## config.mk

```make
export PLATFORM = sky130hd
export DESIGN_NAME = apb_cmd_sequencer
export DESIGN_NICKNAME = d
export VERILOG_FILES = /design/src/rtl/apb_seq_pkg.sv /design/src/rtl/apb_cmd_fifo.sv /design/src/rtl/apb_cmd_sequencer.sv
export SDC_FILE = /design/constraint.sdc
export NUM_CORES = 1
export LEC_CHECK = 0
export ABC_AREA = 0
export BUFFER_PORTS_ARGS = -buffer_cell sky130_fd_sc_hd__buf_2
export CAP_MARGIN = 5
export CORE_ASPECT_RATIO = 1.5
export CORE_MARGIN = 2
export CORE_UTILIZATION = 25
export CTS_CLUSTER_SIZE = 8
export DETAILED_ROUTE_END_ITERATION = 10
export MAX_ROUTING_LAYER = met4
export REMOVE_ABC_BUFFERS = 1
export SLEW_MARGIN = 30
export SYNTH_ARGS = -nofsm -noshare
export SYNTH_HDL_FRONTEND = slang
export SYNTH_SLANG_ARGS = --single-unit
```

## constraint.sdc

```tcl
create_clock -name clk -period 2.71 [get_ports clk]
set_clock_uncertainty 0.2 [all_clocks]
set_input_delay 0.542 -clock clk [delete_from_list [all_inputs] [get_ports clk]]
set_output_delay 0.542 -clock clk [all_outputs]
set_load 0.01 [all_outputs]
```

## src/rtl/apb_seq_pkg.sv

```systemverilog
// Shared types and default widths for the APB command sequencer.
package apb_seq_pkg;

  localparam int unsigned AW = 4;
  localparam int unsigned DW = 8;

  typedef enum logic [1:0] {
    IDLE  = 2'd0,
    ISSUE = 2'd1,
    WAIT  = 2'd2,
    RESP  = 2'd3
  } seq_state_e;

endpackage

```

## src/rtl/apb_cmd_fifo.sv

```systemverilog
// Synchronous command FIFO; pointers wrap naturally, count is one bit wider.
module apb_cmd_fifo #(
  parameter int unsigned DEPTH = 4,
  parameter int unsigned W     = 13
) (
  input  logic                     clk,
  input  logic                     rstn,
  input  logic                     push,
  input  logic                     pop,
  input  logic [W-1:0]             wdata,
  output logic [W-1:0]             rdata_c,
  output logic                     full_c,
  output logic                     empty_c,
  output logic [$clog2(DEPTH):0]   count
);

  localparam int unsigned PW = $clog2(DEPTH);

  logic [W-1:0]  mem [DEPTH];
  logic [PW-1:0] wr_ptr;
  logic [PW-1:0] rd_ptr;

  // Pointer and occupancy tracking; push and pop together leave count unchanged
  always_ff @(posedge clk) begin
    if (!rstn) begin
      wr_ptr <= '0;
      rd_ptr <= '0;
      count  <= '0;
    end else begin
      if (push) wr_ptr <= wr_ptr + PW'(1);
      if (pop)  rd_ptr <= rd_ptr + PW'(1);
      case ({push, pop})
        2'b10:   count <= count + (PW+1)'(1);
        2'b01:   count <= count - (PW+1)'(1);
        default: count <= count;
      endcase
    end
  end

  always_ff @(posedge clk) begin
    if (push) mem[wr_ptr] <= wdata;
  end

  assign rdata_c = mem[rd_ptr];
  assign full_c  = (count == (PW+1)'(DEPTH));
  assign empty_c = (count == '0);

endmodule

```

## src/rtl/apb_cmd_sequencer.sv

```systemverilog
// Buffers host commands and issues them one at a time to the APB master,
// returning read data / write echo with a timeout error over valid/ready.
module apb_cmd_sequencer #(
  parameter int unsigned DEPTH   = 4,
  parameter int unsigned AW      = apb_seq_pkg::AW,
  parameter int unsigned DW      = apb_seq_pkg::DW,
  parameter int unsigned TIMEOUT = 16
) (
  input  logic          clk,
  input  logic          rstn,
  input  logic          cmd_valid,
  output logic          cmd_ready,
  input  logic          cmd_wr,
  input  logic [AW-1:0] cmd_addr,
  input  logic [DW-1:0] cmd_data,
  output logic          rsp_valid,
  input  logic          rsp_ready,
  output logic          rsp_wr,
  output logic [DW-1:0] rsp_data,
  output logic          rsp_err,
  output logic          newd,
  output logic          wr,
  output logic [AW-1:0] ain,
  output logic [DW-1:0] din,
  input  logic [DW-1:0] dout,
  input  logic          xfer_done
);

  import apb_seq_pkg::*;

  localparam int unsigned CW = 1 + AW + DW;
  localparam int unsigned PW = $clog2(DEPTH);
  localparam int unsigned TW = $clog2(TIMEOUT);

  seq_state_e    state, state_d;
  logic [CW-1:0] head_c;
  logic          full_c, empty_c;
  logic [PW:0]   count;
  logic          push_c, pop_c;
  logic [TW-1:0] tcnt, tcnt_d;
  logic          newd_d, wr_d, rsp_valid_d, rsp_wr_d, rsp_err_d;
  logic [AW-1:0] ain_d;
  logic [DW-1:0] din_d, rsp_data_d;

  assign cmd_ready = !full_c;
  assign push_c    = cmd_valid && cmd_ready;

  apb_cmd_fifo #(
    .DEPTH (DEPTH),
    .W     (CW)
  ) u_fifo (
    .clk     (clk),
    .rstn    (rstn),
    .push    (push_c),
    .pop     (pop_c),
    .wdata   ({cmd_wr, cmd_addr, cmd_data}),
    .rdata_c (head_c),
    .full_c  (full_c),
    .empty_c (empty_c),
    .count   (count)
  );

  // Next-state and next-value logic for every registered output
  always_comb begin
    state_d     = state;
    pop_c       = 1'b0;
    newd_d      = 1'b0;
    wr_d        = wr;
    ain_d       = ain;
    din_d       = din;
    tcnt_d      = tcnt;
    rsp_valid_d = rsp_valid;
    rsp_wr_d    = rsp_wr;
    rsp_data_d  = rsp_data;
    rsp_err_d   = rsp_err;
    case (state)
      IDLE: begin
        if (!empty_c) begin
          pop_c                = 1'b1;
          {wr_d, ain_d, din_d} = head_c;
          newd_d               = 1'b1;
          state_d              = ISSUE;
        end
      end
      ISSUE: begin
        tcnt_d  = '0;
        state_d = WAIT;
      end
      WAIT: begin
        // Completion takes priority over a coincident timeout
        if (xfer_done) begin
          rsp_valid_d = 1'b1;
          rsp_wr_d    = wr;
          rsp_err_d   = 1'b0;
          rsp_data_d  = wr ? din : dout;
          state_d     = RESP;
        end else if (tcnt == TW'(TIMEOUT - 1)) begin
          rsp_valid_d = 1'b1;
          rsp_wr_d    = wr;
          rsp_err_d   = 1'b1;
          rsp_data_d  = '0;
          state_d     = RESP;
        end else begin
          tcnt_d = tcnt + TW'(1);
        end
      end
      RESP: begin
        if (rsp_ready) begin
          rsp_valid_d = 1'b0;
          state_d     = IDLE;
        end
      end
      default: state_d = IDLE;
    endcase
  end

  always_ff @(posedge clk) begin
    if (!rstn) begin
      state     <= IDLE;
      tcnt      <= '0;
      newd      <= 1'b0;
      wr        <= 1'b0;
      ain       <= '0;
      din       <= '0;
      rsp_valid <= 1'b0;
      rsp_wr    <= 1'b0;
      rsp_data  <= '0;
      rsp_err   <= 1'b0;
    end else begin
      state     <= state_d;
      tcnt      <= tcnt_d;
      newd      <= newd_d;
      wr        <= wr_d;
      ain       <= ain_d;
      din       <= din_d;
      rsp_valid <= rsp_valid_d;
      rsp_wr    <= rsp_wr_d;
      rsp_data  <= rsp_data_d;
      rsp_err   <= rsp_err_d;
    end
  end

endmodule

```

==> results.cfg <==
[global_route]
grt-ovfl-total = 0
grt_first_pass_wirelength_um = 11300
antenna_found_initial = 1
grt_pass1_vias = 2144
grt_max_degree = 15
grt_use_total = 0.102

[detailed_routing]
final_antenna_net_count = 0
route.detailed.drc = 0
drtIter0Drc = 123
wire_per_inst_um = 15.0
wl_um = 7330
via_count = 2124
drtPass1Iterations = 4
routed_via_density = 4.34

[pwr]
p_leak_nw = 1.61
vdd_drop_max_mv = 0.349
p_per_area_nw_per_um2 = 917

[timing]
worst_pin_slew_ns = 0.701
post-route-period-util = 0.924
fin_setup_tns_ns = 0
relSlewSlack = 0.532
hold_viol = 0
drv_slew = 0
period_needed_ns = 2.50
grt_setup_unrepaired = false
final-setup-viol-count = 0
fmax_mhz = 400

[worst_setup_path]
critPathLaunchType = flip-flop
regToRegSetupSlack_ns = 0.21
critPathSlowestCell = fa_1
worstSetupEndpointType = flip-flop
max_stage_delay_ns = 0.37
worstPathCellList = inv_1, ha_1, o31a_1, ha_1, inv_1, fa_1, xor2_1, or3_1, a21oi_1
worstPathArrival_ns = 2.57
crit_buf_inv = 2
cp_top_family = adder cells
setup.worst_path.class = flip-flop to flip-flop
worst-path-max-fanout = 4
crit_required_ns = 2.78
critPathLaunch = state[0]
r2r-start = state[0]

[cells_and_area]
regArea_um2 = 2320
syn2layout_area_growth_pct = 21.4
drive_gt1_frac = 0.301
layout.nets = 329
multiInputGateArea_um2 = 1150
design_area_um2 = 4350
fillCellCount = 1385

[job]
maxCapViolations = 0

[floorplan]
start_util = 0.256
rows = 53
core-area_um2 = 14000
die_h_um = 151
dieArea_um2 = 15300
io_pins = 52
die_x_um = 102

[placed_design]
portBuffers = 51
hpwl_um = 5060
place_area_um2 = 4070
gp_congestion = 0.732

[clock_network]
ctsHoldBuffers = 0
cts_resized = 0
clkLatencyLatePin_ns = 0.33
htreeDepth = 3
clkSlewWorstSetupHoldPaths_ns = 0.06
post-cts-setup-buffers = 0
clockBufferDepth = 2
cts_sinks = 90
cts_tree = yes
cts-buffers-inserted = 9
ctsRootBufferMaster = clkbuf_16

[synth]
synth_area_um2 = 3580
yosysWarnings = 0
synth_edf_count = 52
synthDistinctLibCells = 45
syn_inst = 233
syn_area_per_cell_um2 = 15.4
synth_ff_type = edfxtp_1
yosysSeqAreaShare = 0.648
synth-seq-cells = 90
ys_async_sr_fraction = 0

[worst_hold_path]
hp-class = primary input to flip-flop
worstHoldStart = cmd_addr[1]

[outcome]
outcome = complete, no violations
[Yosys cell counts (all sizes together) (4+ instances only)]
cell	count	area share
dfxtp	38	0.21
ha	11	0.038
a21oi	9	0.014
mux2i	9	0.025
buf	7	0.015
clkbuf	4	0.0042
inv	9	0.0094
a22o	13	0.032
nand3	8	0.011
nand2	6	0.0063
nor2	6	0.0070
mux4	13	0.082
and3	5	0.0087
o2bb2ai	8	0.020
edfxtp	52	0.44
[cells by family after synthesis]
logic type | synth area share
AOI/OAI and AO/OA | 0.104
muxes | 0.107
and+or+nand+nor | 0.0580
adders and majority gates | 0.0440
DFF | 0.648
buffers and inverters | 0.0290
xor gates and xnor gates | 0.00979
[cell usage in the layout, fill, tap and decap left out, types with 6 or more instances in the layout]
cell type,instances
a21oi_1,8
a22o_1,13
buf_2,51
buf_4,6
clkbuf_16,9
dfxtp_1,38
edfxtp_1,52
ha_1,11
inv_1,9
mux2i_1,9
mux4_2,13
nand2_1,6
nand3_1,8
o2bb2ai_1,8
[sequential cells by signal, summed over array words and instances, names as in the netlist, 2 cells and up]
| register | flops |
|---|---|
| ain | 4 |
| din | 8 |
| rsp_data | 8 |
| state | 2 |
| tcnt | 4 |
| u_fifo.count | 3 |
| u_fifo.mem | 52 |
| u_fifo.rd_ptr | 2 |
| u_fifo.wr_ptr | 2 |
[worst paths after layout]
kind,endpoint,depth (start not counted)
hold / removal,u_fifo.mem[2][9],1
setup / recovery,u_fifo.count[2],9
hold reg to reg,rsp_data[3],1
setup reg to reg,u_fifo.count[2],9
[through the flow]
step           utilization  hold WS [ns]  instances  total power, W  setup WS (ns)
4_1_cts              0.310         0.213        488         0.00405          0.190
2_1_floorplan            -         0.268        222         0.00250          0.327
3_5_place_dp         0.291         0.246        472         0.00291          0.202
6_report             0.311         0.225        489         0.00399          0.207
5_1_grt              0.311         0.208        489         0.00424         0.0592
3_3_place_gp         0.291         0.240        472         0.00286          0.360
[power breakdown]
part / leakage [nW] / switching [W] / internal (W)
registers: 0.787 / 0.000202 / 0.00167
logic: 0.697 / 0.000490 / 0.000488
clock network: 0.123 / 0.000493 / 0.000640
total: 1.61 / 0.00118 / 0.00280
[cell type report]
class | count | share of cell area
Sequential cell | 90 | 0.534
Multi-Input combinational cell | 123 | 0.266
Timing Repair Buffer | 58 | 0.0737
Clock buffer | 11 | 0.0558
Tap cell | 192 | 0.0553
Inverter | 9 | 0.00777
Clock inverter | 5 | 0.00691
Antenna cell | 1 | 0.000576
[per-layer routing]
metal | vias up | part of all wire | track usage
met2 | 52 | 0.51 | 0.170
met3 | 5 | 0.046 | 0.0339
met4 | 0 | 0.0078 | 0.0304
met1 | 1043 | 0.44 | 0.117
met5 | - | 0 | -
li1 | 1024 | - | -
Note: power is estimated with default switching activity, not from simulation.
